$ cat src/rtl/hazard_pkg.sv
// Shared definitions for the pipeline hazard controller: FSM encoding,
// the bubble instruction, and the stall/flush strobe bundle.
package hazard_pkg;

  localparam logic ST_RUN      = 1'b0;
  localparam logic ST_MDU_WAIT = 1'b1;

  typedef enum logic {
    RUN      = ST_RUN,
    MDU_WAIT = ST_MDU_WAIT
  } state_e;

  // Pipeline registers load this on flush: addi x0, x0, 0.
  localparam logic [31:0] NOP_INSN = 32'h0000_0013;

  typedef struct packed {
    logic pc_stall;
    logic ifid_stall;
    logic idex_stall;
    logic exmem_stall;
    logic ifid_flush;
    logic idex_flush;
    logic exmem_flush;
    logic memwb_flush;
  } hz_ctl_t;

  localparam hz_ctl_t HZ_NONE = '0;

endpackage

$ cat src/rtl/hazard_ctrl_load_use_detect.sv
// Load-use comparator: the instruction in ID reads a register that the load
// currently in EX has not yet produced. x0 never creates a dependency.
module load_use_detect (
  input  logic [4:0] id_rs1_i,
  input  logic [4:0] id_rs2_i,
  input  logic       id_use_rs1_i,
  input  logic       id_use_rs2_i,
  input  logic [4:0] ex_rd_i,
  input  logic       ex_memread_i,
  output logic       hazard_o
);

  logic rs1_hit, rs2_hit;

  assign rs1_hit  = id_use_rs1_i & (id_rs1_i == ex_rd_i);
  assign rs2_hit  = id_use_rs2_i & (id_rs2_i == ex_rd_i);
  assign hazard_o = ex_memread_i & (ex_rd_i != 5'd0) & (rs1_hit | rs2_hit);

endmodule

$ cat src/rtl/hazard_ctrl.sv
// Stall/flush generation for the 5-stage core: memory wait states, MDU
// occupancy, branch squash and load-use bubbles, plus a stall-cycle counter.
module hazard_ctrl
  import hazard_pkg::*;
#(
  parameter int CNT_W = 32
) (
  input  logic             clk,
  input  logic             rst,
  input  logic [4:0]       id_rs1_i,
  input  logic [4:0]       id_rs2_i,
  input  logic             id_use_rs1_i,
  input  logic             id_use_rs2_i,
  input  logic [4:0]       ex_rd_i,
  input  logic             ex_memread_i,
  input  logic             ex_branch_taken_i,
  input  logic             ex_mdu_op_i,
  input  logic             mdu_done_i,
  input  logic             mem_req_i,
  input  logic             mem_ready_i,
  output logic             mdu_start_o,
  output logic             pc_stall_o,
  output logic             ifid_stall_o,
  output logic             idex_stall_o,
  output logic             exmem_stall_o,
  output logic             ifid_flush_o,
  output logic             idex_flush_o,
  output logic             exmem_flush_o,
  output logic             memwb_flush_o,
  output logic [CNT_W-1:0] stall_cycles_o
);

  state_e           state_q, state_d;
  logic             done_pend_q, done_pend_d;
  logic [CNT_W-1:0] stall_cycles_q, stall_cycles_d;
  hz_ctl_t          ctl;
  logic             mdu_start;
  logic             memstall, done_seen, mdu_busy, load_use;

  load_use_detect u_lu (
    .id_rs1_i     (id_rs1_i),
    .id_rs2_i     (id_rs2_i),
    .id_use_rs1_i (id_use_rs1_i),
    .id_use_rs2_i (id_use_rs2_i),
    .ex_rd_i      (ex_rd_i),
    .ex_memread_i (ex_memread_i),
    .hazard_o     (load_use)
  );

  assign memstall  = mem_req_i & ~mem_ready_i;
  // A completion latched during a memory stall counts as done later on.
  assign done_seen = mdu_done_i | done_pend_q;
  assign mdu_busy  = (state_q == RUN) ? ex_mdu_op_i : ~done_seen;

  always_comb begin
    state_d     = state_q;
    done_pend_d = done_pend_q;
    ctl         = HZ_NONE;
    mdu_start   = (state_q == RUN) & ex_mdu_op_i & ~memstall & ~rst;

    if (memstall) begin
      ctl.pc_stall    = 1'b1;
      ctl.ifid_stall  = 1'b1;
      ctl.idex_stall  = 1'b1;
      ctl.exmem_stall = 1'b1;
      ctl.memwb_flush = 1'b1;
    end else if (mdu_busy) begin
      ctl.pc_stall    = 1'b1;
      ctl.ifid_stall  = 1'b1;
      ctl.idex_stall  = 1'b1;
      ctl.exmem_flush = 1'b1;
    end else if (ex_branch_taken_i) begin
      // The dependent instruction is squashed, so load-use never matters here.
      ctl.ifid_flush = 1'b1;
      ctl.idex_flush = 1'b1;
    end else if (load_use) begin
      ctl.pc_stall   = 1'b1;
      ctl.ifid_stall = 1'b1;
      ctl.idex_flush = 1'b1;
    end

    if (state_q == RUN) begin
      if (mdu_start) state_d = MDU_WAIT;
    end else begin
      if (memstall & mdu_done_i) done_pend_d = 1'b1;
      if (done_seen & ~memstall) begin
        state_d     = RUN;
        done_pend_d = 1'b0;
      end
    end

    stall_cycles_d = stall_cycles_q + {{(CNT_W-1){1'b0}}, ctl.pc_stall};
  end

  always_ff @(posedge clk) begin
    if (rst) begin
      state_q        <= RUN;
      done_pend_q    <= 1'b0;
      stall_cycles_q <= '0;
    end else begin
      state_q        <= state_d;
      done_pend_q    <= done_pend_d;
      stall_cycles_q <= stall_cycles_d;
    end
  end

  assign mdu_start_o    = mdu_start;
  assign pc_stall_o     = ctl.pc_stall;
  assign ifid_stall_o   = ctl.ifid_stall;
  assign idex_stall_o   = ctl.idex_stall;
  assign exmem_stall_o  = ctl.exmem_stall;
  assign ifid_flush_o   = ctl.ifid_flush;
  assign idex_flush_o   = ctl.idex_flush;
  assign exmem_flush_o  = ctl.exmem_flush;
  assign memwb_flush_o  = ctl.memwb_flush;
  assign stall_cycles_o = stall_cycles_q;

endmodule

$ cat config.mk
export PLATFORM = sky130hd
export DESIGN_NAME = hazard_ctrl
export DESIGN_NICKNAME = d
export VERILOG_FILES = /design/src/rtl/hazard_pkg.sv /design/src/rtl/hazard_ctrl_load_use_detect.sv /design/src/rtl/hazard_ctrl.sv
export SDC_FILE = /design/constraint.sdc
export NUM_CORES = 1
export LEC_CHECK = 0
export BUFFER_PORTS_ARGS = -buffer_cell sky130_fd_sc_hd__buf_2
export CAP_MARGIN = 15
export CORE_ASPECT_RATIO = 1.5
export CORE_UTILIZATION = 45
export CTS_BUF_LIST = sky130_fd_sc_hd__clkbuf_8
export DETAILED_ROUTE_END_ITERATION = 16
export GPL_TIMING_DRIVEN = 0
export PLACE_DENSITY = 0.78
export SLEW_MARGIN = 20
export SYNTH_ARGS = -nofsm -noshare
export SYNTH_HDL_FRONTEND = slang
export SYNTH_SLANG_ARGS = --single-unit
$ cat constraint.sdc
create_clock -name clk -period 2.6 [get_ports clk]
set_input_delay 0.52 -clock clk [delete_from_list [all_inputs] [get_ports clk]]
set_output_delay 0.52 -clock clk [all_outputs]
set_load 0.02 [all_outputs]
==> results.py <==
metrics = {
    "finish": {
        "area_growth_pct": 41.7,
        "layout_commonest_cell": "buf_2",
        "layout-drive-gt1-share_pct": 37.5,
        "final_util_pct": 68.0,
        "antenna_cells": 0,
        "fin_cells": 317,
        "final_cell_mix": "buf_2 (55), dfxtp_1 (34), nor2_1 (30), xor2_1 (21), nand4_1 (15)",
        "nets": 301,
    },
    "logic_synthesis": {
        "syn_nets": 224,
        "ys_seq_area_share_pct": 40.7,
        "synth_area_um2": 1670,
        "synthArstFlopShare_pct": 0,
        "synth.distinct_cells": 29,
        "synth-seq-cells": 34,
        "synth_edf_count": 0,
        "synth-main-ff-cell": "dfxtp_1",
        "netlist_instances": 197,
        "ys_warn_count": 0,
        "synth.avg_cell_area_um2": 8.49,
    },
    "critical_path": {
        "start_kind": "input pin",
        "reg2regPathDepth": 10,
        "critPathMaxFanout": 4,
        "r2r-end": "stall_cycles_o[31]",
        "cp.arrival_ps": 2750,
        "crit_type": "in -> reg",
        "endpoint_kind": "register",
        "cp_data_required_time_ps": 2810,
        "r2r_slack_ps": 310,
        "r2r_start": "state_q",
    },
    "die": {
        "initial_utilization_pct": 48.0,
        "io-pin-count": 66,
        "dieArea_um2": 3970,
        "num_rows": 26,
        "die_w_um": 51.8,
        "coreArea_um2": 3480,
        "die_y_um": 76.6,
    },
    "clock_network": {
        "cts_buffers": 5,
        "cts_sinks": 34,
        "cts.htree.levels": 2,
        "cts.clk_slew.worst_paths_ps": 70,
        "postCtsHoldBufs": 0,
        "clk_latency_ps": 280,
        "clockRootBuffer": "clkbuf_8",
        "cts_tree": "yes",
        "cts_buffer_depth": 2,
    },
    "place": {
        "dp_hpwl_mm": 2.87,
        "port_buffers": 64,
        "gp_congestion": 0.737,
        "dp_cells": 303,
    },
    "routing": {
        "wl_met2_mm": 2.11,
        "wl_met3_um": 172,
        "drt-initial-drc-count": 29,
        "vias": 1635,
        "drt_wl_total_mm": 3.82,
        "wl_per_cell_um": 12.1,
        "highest_layer": "met4",
        "antenna_left": 0,
        "via_per_inst": 5.16,
        "wl_met1_mm": 1.47,
        "drc": 0,
        "first_pass_iters": 4,
    },
    "worst_hold_path": {
        "hold_class": "reg -> reg",
        "whs_path_depth": 2,
        "min_to": "stall_cycles_o[31]",
        "min_from": "stall_cycles_o[31]",
    },
    "power_and_ir_drop": {
        "power_density_nw_per_um2": 452,
        "p_clk_share_pct": 36.1,
        "seqPwrFrac_pct": 50.1,
        "ir_worst_vdd_mv": 0.334,
        "swShare_pct": 24.3,
        "power_frac_comb_pct": 13.8,
        "internal-power_mw": 0.811,
        "leakage_nw": 1.07,
        "switchingPower_mw": 0.260,
    },
    "timing": {
        "slew_headroom_pct": 63.2,
        "worst_slew_pin_slew_ps": 551,
        "skew_ps": 6.35,
        "setup_viol": 0,
        "final-max-slew-violation-count": 0,
        "fmax_ghz": 0.394,
        "rsz0062_at_grt": "true",
        "finalSetupTns_ps": 0,
        "min_period_over_period_pct": 97.6,
        "hold_viol": 0,
        "layout_min_cycle_time_ps": 2540,
    },
    "grt": {
        "grt_usage_pct": 20.5,
        "grt-ovfl-total": 0,
        "antenna_found_initial": 0,
        "grt_pass1_vias": 1556,
        "grt_max_degree": 11,
        "grt_pass1_wl_mm": 6.31,
    },
    "flow_run": {
        "maxCapViolations": 0,
    },
    "status": {
        "status": "complete, no violations",
    },
}
[sequential cells by signal (all words and copies together), names as in the netlist]
name / count
stall_cycles_o: 32
state_q: 1
done_pend_q: 1
[per-layer routing]
layer | track usage (%) | vias to the layer above
met5 | 0 | -
met4 | 7.30 | 0
met3 | 3.59 | 5
met2 | 38.3 | 57
met1 | 21.8 | 747
li1 | - | 826
[kinds of logic after synthesis]
kind of cell / synth area share (%)
AO/OA/AOI/OAI: 6.66
AND/OR/NAND/NOR: 29.0
flip-flops: 40.7
XOR/XNOR: 17.8
adder cells (fa/ha/maj): 1.50
buffers and inverters: 4.27
[synth_stat cells, types with 2 or more instances]
master / number / share of area (%)
a21oi_1: 10 / 3.0
and2_1: 4 / 1.5
and3_1: 2 / 0.75
and4_1: 2 / 1.0
and4_4: 2 / 1.3
buf_4: 3 / 1.3
clkbuf_1: 4 / 0.90
dfxtp_1: 34 / 41
ha_1: 2 / 1.5
inv_1: 6 / 1.3
nand2_1: 12 / 2.7
nand3_1: 7 / 2.1
nand4_1: 15 / 5.6
nor2_1: 31 / 7.0
nor2b_1: 3 / 1.1
nor3_1: 3 / 0.90
o21ai_0: 8 / 2.4
or3_1: 6 / 2.2
xnor2_1: 13 / 6.8
xor2_1: 21 / 11
[worst max-delay path: stages]
cell and delay (ps):
buf_6 100, xnor2_2 140, nand4_1 120, o22ai_1 180
o211ai_1 160, o21ai_2 160, ha_2 230, nand4_1 220
nor3_4 300, nand3_2 120, or3_1 350, a21oi_1 140
[power groups by stage]
stage	sequential (mW)	clock [mW]	combinational, mW
floorplan	0.554	0	0.0725
global placement	0.548	0	0.127
detailed placement	0.548	0	0.129
CTS	0.536	0.398	0.130
global route	0.537	0.423	0.162
finish	0.537	0.387	0.148
[layout make-up]
| cell class | count | area [µm²] |
|---|---|---|
| inverter | 6 | 22.5 |
| buffer | 8 | 48.8 |
| timing repair buffer | 70 | 422 |
| tap | 42 | 52.6 |
| multi-input combinational | 149 | 1050 |
| clock buffer | 6 | 82.6 |
| clock inverter | 2 | 8.76 |
| fill | 294 | 1110 |
| sequential | 34 | 681 |
[worst max-delay path by stage]
stage / from / endpoint / slack, ps / cells past startpoint
6_report: id_rs1_i[2] / stall_cycles_o[31] / 60 / 12
5_1_grt: ex_rd_i[0] / stall_cycles_o[31] / -90 / 12
4_1_cts: ex_rd_i[4] / stall_cycles_o[31] / 6 / 12
3_5_place_dp: ex_rd_i[3] / stall_cycles_o[31] / -330 / 12
3_3_place_gp: ex_rd_i[3] / stall_cycles_o[31] / -290 / 12
2_1_floorplan: ex_rd_i[3] / stall_cycles_o[31] / -5 / 11
[stage by stage]
step	power [mW]	area [µm²]	setup slack [ps]	hold WS, ps
floorplan	0.627	1740	-5.44	477
global placement	0.675	2120	-293	476
detailed placement	0.677	2120	-334	487
CTS	1.06	2210	6.18	497
global route	1.12	2370	-85.5	528
finish	1.07	2370	61.3	496
[repair_timing]
action / 4_1_cts / 5_1_grt
gates resized for setup: 0 / 22
setup endpoints to repair: 1 / 18
endpoints found under the hold margin: 0 / 0
buffers inserted: 0 / 6
pin swaps: 1 / 17
Power figures use the tool's default switching activity.
